### src/rtl/cache_refill_controller.sv
// Refill and write-through controller for a direct-mapped 4-word-block cache.
// Optional hit/miss statistics counters are enabled by defining CACHE_STATS_EN.
module cache_refill_controller #(
  parameter int unsigned DATA_WIDTH = 32,
  parameter int unsigned ADDR_WIDTH = 10,
  parameter int unsigned OFFSET     = 2
`ifdef CACHE_STATS_EN
  ,
  parameter int unsigned STAT_WIDTH = 16
`endif
) (
  input  logic                  CLK,
  input  logic                  rst_n,
  input  logic                  cpu_rd,
  input  logic                  cpu_wr,
  input  logic [ADDR_WIDTH-1:0] cpu_addr,
  input  logic [DATA_WIDTH-1:0] cpu_wdata,
  output logic                  cpu_stall,
  input  logic                  cache_miss,
  output logic [ADDR_WIDTH-1:0] cache_addr,
  output logic                  cache_mem_rd,
  output logic                  cache_mem_wr,
  output logic                  cache_block_wr,
  output logic [DATA_WIDTH-1:0] cache_in0,
  output logic [DATA_WIDTH-1:0] cache_in1,
  output logic [DATA_WIDTH-1:0] cache_in2,
  output logic [DATA_WIDTH-1:0] cache_in3,
  output logic                  mem_rd_req,
  output logic                  mem_wr_req,
  output logic [ADDR_WIDTH-1:0] mem_addr,
  output logic [DATA_WIDTH-1:0] mem_wdata,
  input  logic                  mem_ack,
  input  logic                  mem_rvalid,
  input  logic [DATA_WIDTH-1:0] mem_rdata
`ifdef CACHE_STATS_EN
  ,
  output logic [STAT_WIDTH-1:0] hit_count,
  output logic [STAT_WIDTH-1:0] miss_count
`endif
);

  typedef enum logic [2:0] {
    StIdle,
    StWriteThru,
    StFetchReq,
    StFetchData,
    StRefill
  } state_e;

  state_e                state_q;
  logic [1:0]            beat_q;
  logic [ADDR_WIDTH-1:0] addr_q;
  logic [DATA_WIDTH-1:0] data_q;

  logic idle;
  logic rd_hit;
  logic rd_miss;
  logic wt_done;

  assign idle    = (state_q == StIdle);
  assign rd_hit  = idle & cpu_rd & ~cpu_wr & ~cache_miss;
  assign rd_miss = idle & cpu_rd & ~cpu_wr & cache_miss;
  assign wt_done = (state_q == StWriteThru) & mem_ack;

  always_comb begin
    cache_addr   = idle ? cpu_addr : addr_q;
    cache_mem_rd = rd_hit;
    // No allocate: a store that misses only goes to memory.
    cache_mem_wr = wt_done & ~cache_miss;
    case (state_q)
      StIdle:      cpu_stall = cpu_wr | (cpu_rd & cache_miss);
      StWriteThru: cpu_stall = ~mem_ack;
      default:     cpu_stall = 1'b1;
    endcase
    if (mem_wr_req) begin
      mem_addr  = addr_q;
      mem_wdata = data_q;
    end else if (mem_rd_req) begin
      mem_addr  = {addr_q[ADDR_WIDTH-1:OFFSET], {OFFSET{1'b0}}};
      mem_wdata = '0;
    end else begin
      mem_addr  = '0;
      mem_wdata = '0;
    end
  end

  always_ff @(posedge CLK or negedge rst_n) begin
    if (!rst_n) begin
      state_q        <= StIdle;
      beat_q         <= 2'd0;
      addr_q         <= '0;
      data_q         <= '0;
      cache_in0      <= '0;
      cache_in1      <= '0;
      cache_in2      <= '0;
      cache_in3      <= '0;
      mem_rd_req     <= 1'b0;
      mem_wr_req     <= 1'b0;
      cache_block_wr <= 1'b0;
    end else begin
      cache_block_wr <= 1'b0;
      case (state_q)
        StIdle: begin
          if (cpu_wr) begin
            addr_q     <= cpu_addr;
            data_q     <= cpu_wdata;
            mem_wr_req <= 1'b1;
            state_q    <= StWriteThru;
          end else if (cpu_rd && cache_miss) begin
            addr_q     <= cpu_addr;
            mem_rd_req <= 1'b1;
            state_q    <= StFetchReq;
          end
        end
        StWriteThru: begin
          if (mem_ack) begin
            mem_wr_req <= 1'b0;
            state_q    <= StIdle;
          end
        end
        StFetchReq: begin
          if (mem_ack) begin
            mem_rd_req <= 1'b0;
            beat_q     <= 2'd0;
            state_q    <= StFetchData;
          end
        end
        StFetchData: begin
          if (mem_rvalid) begin
            case (beat_q)
              2'd0:    cache_in0 <= mem_rdata;
              2'd1:    cache_in1 <= mem_rdata;
              2'd2:    cache_in2 <= mem_rdata;
              default: cache_in3 <= mem_rdata;
            endcase
            beat_q <= beat_q + 2'd1;
            if (beat_q == 2'd3) begin
              cache_block_wr <= 1'b1;
              state_q        <= StRefill;
            end
          end
        end
        StRefill: state_q <= StIdle;
        default:  state_q <= StIdle;
      endcase
    end
  end

`ifdef CACHE_STATS_EN
  logic hit_inc;
  logic miss_inc;

  assign hit_inc  = rd_hit | (wt_done & ~cache_miss);
  assign miss_inc = rd_miss | (wt_done & cache_miss);

  // Both counters stick at all-ones instead of wrapping.
  always_ff @(posedge CLK or negedge rst_n) begin
    if (!rst_n) begin
      hit_count  <= '0;
      miss_count <= '0;
    end else begin
      if (hit_inc && (hit_count != '1)) hit_count <= hit_count + STAT_WIDTH'(1);
      if (miss_inc && (miss_count != '1)) miss_count <= miss_count + STAT_WIDTH'(1);
    end
  end
`else
  // Statistics are not built in this configuration.
`endif

endmodule

### config.mk
export PLATFORM = sky130hd
export DESIGN_NAME = cache_refill_controller
export DESIGN_NICKNAME = d
export VERILOG_FILES = /design/src/rtl/cache_refill_controller.sv
export SDC_FILE = /design/constraint.sdc
export NUM_CORES = 1
export LEC_CHECK = 0
export CAP_MARGIN = 5
export CORE_MARGIN = 4
export CORE_UTILIZATION = 48
export DETAILED_ROUTE_END_ITERATION = 10
export PLACE_DENSITY = 0.88
export SLEW_MARGIN = 15
export SYNTH_ARGS = -nofsm -noshare
export SYNTH_HDL_FRONTEND = slang
export SYNTH_SLANG_ARGS = --single-unit
### constraint.sdc
create_clock -name CLK -period 2.5 [get_ports CLK]
set_input_delay 0.25 -clock CLK [delete_from_list [all_inputs] [get_ports CLK]]
set_output_delay 0.25 -clock CLK [all_outputs]
set_load 0.005 [all_outputs]
==> impl_metrics.ini, run 1 <==
[layout]
stdcell_count = 943
post-route-util_pct = 73.54
fillers = 878
fin_nets = 832
diodes = 0
drive_gt1_share_pct = 29.64
multi_input_area_sq_mm = 0.002649
area_growth_pct = 48.58
regArea_sq_mm = 0.004456

[min_path]
hold_path_class = in2async

[detailed_routing]
viasPerCell = 5.208
ant_nets = 0
drt_pass1_iterations = 4
first_iter_violations = 226
wirelength_mm = 18.56
drc = 0
wl_per_cell_um = 19.68
num_vias = 4911

[yosys]
synth_top_area_share_pct = 61.45
syn_area_per_cell_sq_um = 15.32
synthTopCellsByArea = dfrtp_1, mux2_2, and2_1
synth_most_common_cell = dfrtp_1
synth_top_area_cell = dfrtp_1
ys.flop_type = dfrtp_1
ys_ff_latch = 178
synthDistinctLibCells = 33
ys_warn_count = 0
async_flop_share_pct = 100.0
yosysSeqAreaShare_pct = 61.45
syn-num-nets = 558
synth_common_cells = dfrtp_1, mux2_2, and2_1
synth_edf_count = 0
synth_area_sq_mm = 0.007248
syn_inst = 473

[floorplan]
die_w_um = 130.9
fp.dieH_um = 130.9
start_util_pct = 49.50
die_area_sq_mm = 0.01713
core_sq_mm = 0.01464
rows = 44
ios = 267

[status]
outcome = completed

[global_route]
groute.usage.overall_pct = 21.75
use_met1_pct = 25.51
gr-total-overflow = 0
grt_max_degree = 80
grt_pass1_wl_mm = 28.72
antenna_found_initial = 0
busiest_layer = met2
grt_pass1_vias = 5370
grtUsageMet2_pct = 37.05
met3_usage_pct = 6.504

[sta]
skew_ns = 0.007725
fmax_mhz = 415.0
period_share_pct = 96.39
holdWs_ns = 0.3146
slew_violations = 0
maxSlewHeadroom_pct = 63.55
hold_violations = 0
setup_viol = 0
period_needed_ns = 2.410
rsz0062_at_grt = no
tightest_slew_ns = 0.5448
tns_ns = 0

[worst_setup_path]
cp_top_family = buffers and inverters
crit_path_end_kind = output port
cp_num_buf_inv = 2
cpPeakStageDelay_ns = 0.48
path_cells = nor3_2 -> buf_4 -> mux2_2 -> clkdlybuf4s50_1
cp.required_ns = 2.25
crit_slowest_cell = dfrtp_2
worst_ep_arrival_time_ns = 2.16
crit_fanout = 13
crit_path_start_kind = flip-flop
critical_path_class = reg2out

[clock_tree]
clock_sinks = 178
root_buffer = clkbuf_16
clkTransAtPathRegs_ns = 0.07
cts.path.max_buffers = 2
worstSkewPairLatency_ns = 0.42
cts_tree = built
htree_levels = 4
cts_setup_buffers = 0
cts-buffers-inserted = 17

[run]
cap_violations = 0

[placed_design]
dp_hpwl_mm = 13.46
portBuffers = 266
placed_cells = 911
gp_congestion = 0.7950

[power]
p_leak_nw = 4.602
peakVddDrop_mv = 0.8565
power_density_mw_per_mm2 = 1273
-- cell usage in the layout (no fill, tap or decap), drive strengths merged, types with 4 or more instances in the layout --
cell / synthesis / routed
dfrtp: 178 / 178
clkbuf: 5 / 20
nand2: 6 / 6
ha: 4 / 4
mux2: 180 / 180
and2: 34 / 34
clkdlybuf4s50: 0 / 265
nor3: 4 / 4
inv: 3 / 6
nor2: 5 / 5
nor2b: 9 / 9
buf: 20 / 14
-- state kept, by name, indices dropped and copies added, names as in the netlist --
signal,flops
mem_wr_req,1
beat_q,2
cache_in2,32
cache_block_wr,1
cache_in0,32
data_q,32
cache_in3,32
addr_q,10
mem_rd_req,1
state_q,3
cache_in1,32
-- routing by layer --
layer | up-vias | wire length [um]
met5 | - | 0
met4 | 0 | 645
met3 | 41 | 1181
met2 | 179 | 9556
met1 | 2483 | 7174
li1 | 2208 | -
-- where the power goes --
| part | total [mW] | internal [mW] | switching (mW) |
|---|---|---|---|
| clock network | 2.60 | 1.50 | 1.10 |
| logic | 6.10 | 4.12 | 1.98 |
| registers | 5.01 | 4.24 | 0.768 |
-- layout make-up --
class / count / share of cell area (%)
Clock inverter: 11 / 1.208
Tap cell: 184 / 2.138
Clock buffer: 20 / 4.148
Timing Repair Buffer: 280 / 26.43
Multi-Input combinational cell: 267 / 24.60
Sequential cell: 178 / 41.37
Inverter: 3 / 0.1046
-- worst reg2reg max path, delay by kind of cell (launching register included) --
kind	cells	cell delay, ns
simple gates	2	0.76
flops	1	0.48
buf+inv	1	0.34
mux	1	0.31
-- worst paths after layout --
| kind | cells after the start | to | start | slack (ns) |
|---|---|---|---|---|
| worst min register to register | 1 | data_q[17] | data_q[17] | 0.48 |
| min in group CLK | 2 | data_q[17] | cpu_wdata[17] | 0.43 |
| worst max-delay path | 4 | cache_addr[6] | state_q[1] | 0.09 |
| worst min-delay path | 2 | cache_in2[19] | rst_n | 0.31 |
| max in group asynchronous | 3 | data_q[26] | rst_n | 1.36 |
| worst max register to register | 4 | cache_in2[17] | state_q[2] | 0.51 |
-- kinds of logic (layout without fill, tap and decap cells) --
family	Yosys count	in the layout	share of synthesized area (%)
simple gates	70	70	6.542
buf+inv	28	314	2.072
mux	181	181	28.10
compound gates	12	12	1.139
fa+ha+maj	4	4	0.6905
flops	178	178	61.45
-- metrics by stage --
step / setup WS, ns / area, sq um / total power [mW]
2_1_floorplan: 0.8013 / 7248 / 7.273
3_3_place_gp: 0.4369 / 10180 / 10.91
3_5_place_dp: 0.3619 / 10180 / 11.18
4_1_cts: 0.03947 / 10760 / 13.86
5_1_grt: 0.007859 / 10770 / 14.50
6_report: 0.09014 / 10770 / 13.71
-- what timing repair did --
action	4_1_cts	5_1_grt
hold buffers	1	0
endpoints found under the setup margin	0	10
gates resized for setup	0	2
hold endpoints to repair	43	0
No activity file was read; power rests on OpenSTA's default activity.
==> run 2, diff against run 1 <==
Settings changed: SKIP_LAST_GASP set to 1.
==> impl_metrics.ini, run 2 (same netlist as run 1, synthesis figures left out) <==
[worst_setup_path]
crit_fanout = 13
crit_path_end_kind = output port
cp_num_buf_inv = 2
worst_ep_arrival_time_ns = 2.16
cpPeakStageDelay_ns = 0.48
crit_slowest_cell = dfrtp_2
crit_path_start_kind = flip-flop
crit_cells = 4
path_cells = nor3_1 -> buf_4 -> mux2_2 -> clkdlybuf4s50_1
cp.required_ns = 2.25
critical_path_class = reg2out
cp_top_family = buffers and inverters
rr_worst_depth = 4

[power]
pwr-share-seq_pct = 36.5
p_sw_share_pct = 28.03
p_sw_mw = 3.840
clkPwrFrac_pct = 19.0
power_density_mw_per_mm2 = 1273
combPwrFrac_pct = 44.5
intPower_mw = 9.861
p_leak_nw = 4.602
peakVddDrop_mv = 0.8578

[clock_tree]
worstSkewPairLatency_ns = 0.42
cts_tree = built
root_buffer = clkbuf_16
cts-buffers-inserted = 17
cts.path.max_buffers = 2
clkTransAtPathRegs_ns = 0.07
htree_levels = 4
clock_sinks = 178

[global_route]
met3_usage_pct = 6.504
groute.usage.overall_pct = 21.75
gr-total-overflow = 0
busiest_layer = met2
grtUsageMet2_pct = 37.05
grt_pass1_vias = 5370
grt_max_degree = 80
antenna_found_initial = 0
grt_pass1_wl_mm = 28.72
use_met1_pct = 25.51

[layout]
fillers = 878
final_common_cell = clkdlybuf4s50_1
stdcell_count = 943
most-common-layout-cells = clkdlybuf4s50_1, dfrtp_1, mux2_2
area_growth_pct = 48.51
drive_gt1_share_pct = 29.51
diodes = 0
fin_nets = 832

[placed_design]
portBuffers = 266
gp_congestion = 0.7950
dp_hpwl_mm = 13.46
placed_cells = 911

[sta]
hold_violations = 0
setup_viol = 0
skew_ns = 0.007730
tightest_slew_ns = 0.5448
maxSlewHeadroom_pct = 63.55
period_needed_ns = 2.409
fmax_mhz = 415.1
rsz0062_at_grt = yes
slew_violations = 0
holdWs_ns = 0.3147
period_share_pct = 96.37

[floorplan]
ios = 267
die_area_sq_mm = 0.01713
rows = 44
fp.dieH_um = 130.9
die_w_um = 130.9
core_sq_mm = 0.01464
start_util_pct = 49.50

[min_path]
hold_path_class = in2async

[run]
cap_violations = 0

[detailed_routing]
drt_pass1_iterations = 4
num_vias = 4912
drc = 0
wirelength_mm = 18.53
ant_nets = 0
viasPerCell = 5.209
first_iter_violations = 236
wl_per_cell_um = 19.65

[status]
outcome = completed
## run 2: cell counts in the layout (fill, tap and decap cells not counted)
No cell type changed its count.
## run 2: per-stage QoR
step / setup TNS (ns) / total power, mW / setup slack [ns] / instance area [sq um] / utilization [%]
final: 0 / 13.70 / 0.09074 / 10760 / 73.50
after global routing: -0.007831 / 14.49 / -0.007780 / 10760 / 73.50
after CTS: 0 / 13.86 / 0.03947 / 10760 / 73.50
after detailed placement: 0 / 11.18 / 0.3619 / 10180 / 69.49
after global placement: 0 / 10.91 / 0.4369 / 10180 / 69.49
after floorplan: 0 / 7.273 / 0.8013 / 7248 / -
## run 2: layout make-up
type / instances / area (sq um) / share of cell area [%]
timing repair buffer: 280 / 2846 / 26.44
multi-input combinational: 267 / 2644 / 24.56
inverter: 3 / 11.26 / 0.1046
clock inverter: 11 / 130.1 / 1.209
tap: 184 / 230.2 / 2.139
sequential: 178 / 4456 / 41.39
clock buffer: 20 / 446.7 / 4.150
## run 2: repair_timing
action,in CTS,in global routing
gates resized for setup,0,1
buffers inserted,0,0
endpoints found under the hold margin,43,0
endpoints found under the setup margin,0,10
hold buffers,1,0
## run 2: per-layer routing
metal,share of wire [%],vias up
li1,-,2208
met1,39,2476
met2,51,187
met3,6.4,41
met4,3.5,0
met5,0,-
## run 2: path summary, 6_finish.rpt
path	startpoint	end	slack [ns]
setup / recovery	state_q[1]	cache_addr[6]	0.09
setup reg to reg	state_q[2]	cache_in2[17]	0.53
max in group asynchronous	rst_n	data_q[26]	1.36
hold reg to reg	data_q[17]	data_q[17]	0.48
min in group CLK	cpu_wdata[17]	data_q[17]	0.43
hold / removal	rst_n	cache_in2[19]	0.31
## run 2: worst reg2reg max path, cell delays in order (launching register included)
cell and delay [ns]:
dfrtp_1 0.46, and2b_1 0.33, nand4_2 0.43, buf_12 0.34, mux2_2 0.31
## run 2: power groups by stage
stage	logic, mW	clock network (mW)	registers, mW
after floorplan	2.34	0	4.94
after global placement	5.96	0	4.95
after detailed placement	6.14	0	5.04
after CTS	6.20	2.65	5.01
after global routing	6.54	2.78	5.17
final	6.09	2.60	5.01
==> run 3, diff against run 2 <==
Settings changed: GPL_TIMING_DRIVEN set to 0.
==> impl_metrics.ini, run 3 (same netlist as run 1, synthesis figures left out) <==
[worst_setup_path]
worstReg2RegStart = state_q[0]
crit_path_start_kind = flip-flop
rr_worst_depth = 5
reg2reg_to = cache_in3[14]
critical_path_class = reg2out
crit_fanout = 10
worst_ep_arrival_time_ns = 2.16
cp.required_ns = 2.25
r2r_slack_ns = 0.61
crit_path_end_kind = output port

[sta]
tightest_slew_ns = 0.5833
skew_ns = 0.007082
maxSlewHeadroom_pct = 61.11
hold_violations = 0
rsz0062_at_grt = no
fin_ws_ns = 0.08816
period_share_pct = 96.47
holdWs_ns = 0.3570
fmax_mhz = 414.6
slew_violations = 0
setup_viol = 0
period_needed_ns = 2.412

[placed_design]
place_ws_ns = 0.1387
portBuffers = 266
gp_congestion = 0.8033
dp_hpwl_mm = 13.96

[detailed_routing]
wirelength_mm = 18.90
ant_nets = 0
num_vias = 4943
drc = 0
first_iter_violations = 180
drt_pass1_iterations = 6
viasPerCell = 5.160
wl_per_cell_um = 19.73

[power]
intPower_mw = 10.08
p_leak_nw = 4.667
peakVddDrop_mv = 0.7816
total_power_mw = 13.98
p_sw_share_pct = 27.90
clkPwrFrac_pct = 20.4
power_density_mw_per_mm2 = 1289
p_sw_mw = 3.902
combPwrFrac_pct = 44.2
pwr-share-seq_pct = 35.4

[run]
cap_violations = 0

[floorplan]
start_util_pct = 49.50
rows = 44
fp.dieH_um = 130.9
die_w_um = 130.9
core_sq_mm = 0.01464
ios = 267
die_area_sq_mm = 0.01713

[layout]
fin_nets = 846
drive_gt1_share_pct = 30.66
post-route-util_pct = 74.08
most-common-layout-cells = clkdlybuf4s50_1, dfrtp_1, mux2_2
final_common_cell = clkdlybuf4s50_1
area_growth_pct = 49.66

[global_route]
grt_max_degree = 115
grt_pass1_vias = 5452
groute.usage.overall_pct = 22.35
grt_pass1_wl_mm = 29.37
gr-total-overflow = 0
antenna_found_initial = 0

[clock_tree]
clock_sinks = 178
htree_levels = 4
root_buffer = clkbuf_16
clkTransAtPathRegs_ns = 0.06
cts-buffers-inserted = 17
cts.path.max_buffers = 2
worstSkewPairLatency_ns = 0.42
cts_tree = built

[min_path]
hold_path_class = in2async

[status]
outcome = completed
==> run 3: what timing repair did <==
item,4_1_cts,5_1_grt
pin swaps,1,0
endpoints found under the setup margin,11,4
hold buffers,1,0
buffers inserted,1,0
gates resized for setup,4,4
endpoints found under the hold margin,64,0
==> run 3: worst max-delay path, stage by stage, from the launching register on <==
cell             delay, ns
dfrtp_1               0.36
buf_4                 0.19
nor3_4                0.22
buf_6                 0.18
mux2_2                0.35
clkdlybuf4s50_1       0.45
==> run 3: layer usage <==
| layer | GRT usage [%] | up-vias | part of all wire [%] | routed length, um |
|---|---|---|---|---|
| met2 | 38.79 | 166 | 52 | 9917 |
| met4 | 9.014 | 0 | 3.0 | 563 |
| met1 | 26.20 | 2515 | 38 | 7212 |
| li1 | - | 2226 | - | - |
| met3 | 6.341 | 36 | 6.4 | 1206 |
| met5 | 0 | - | 0 | 0 |
==> run 3: metrics by stage <==
| stage | area, sq um | cells | setup TNS, ns |
|---|---|---|---|
| 2_1_floorplan | 7248 | 473 | 0 |
| 3_3_place_gp | 10140 | 923 | -996.39 |
| 3_5_place_dp | 10170 | 924 | 0 |
| 4_1_cts | 10840 | 957 | 0 |
| 5_1_grt | 10850 | 957 | 0 |
| 6_report | 10850 | 958 | 0 |
==> run 3: power by group through the flow <==
stage	clock, mW	combinational [mW]	sequential, mW
floorplan	0	2.34	4.94
global placement	0	6.02	4.88
detailed placement	0	6.19	5.00
CTS	2.91	6.27	4.96
global route	3.03	6.63	5.12
finish	2.86	6.18	4.95
==> run 3: layout make-up <==
cell class                 instances  area, sq um
inverter                           3        11.26
antenna                            1        2.502
fill                             929         3796
tap                              184        230.2
clock buffer                      18        439.2
buffer                            25        147.6
timing repair buffer             269         2713
multi-input combinational        267         2655
sequential                       178         4454
clock inverter                    13        195.2
==> run 3: worst max-delay path by stage <==
stage | to | cells after the start | slack, ns | start
2_1_floorplan | cache_addr[0] | 4 | 0.80 | state_q[1]
3_3_place_gp | addr_q[8] | 1 | -5.61 | rst_n
3_5_place_dp | cache_addr[4] | 5 | 0.14 | state_q[1]
4_1_cts | cache_addr[8] | 5 | 0.06 | state_q[2]
5_1_grt | cache_addr[8] | 5 | 0.002 | state_q[2]
6_report | cache_addr[1] | 5 | 0.09 | state_q[2]
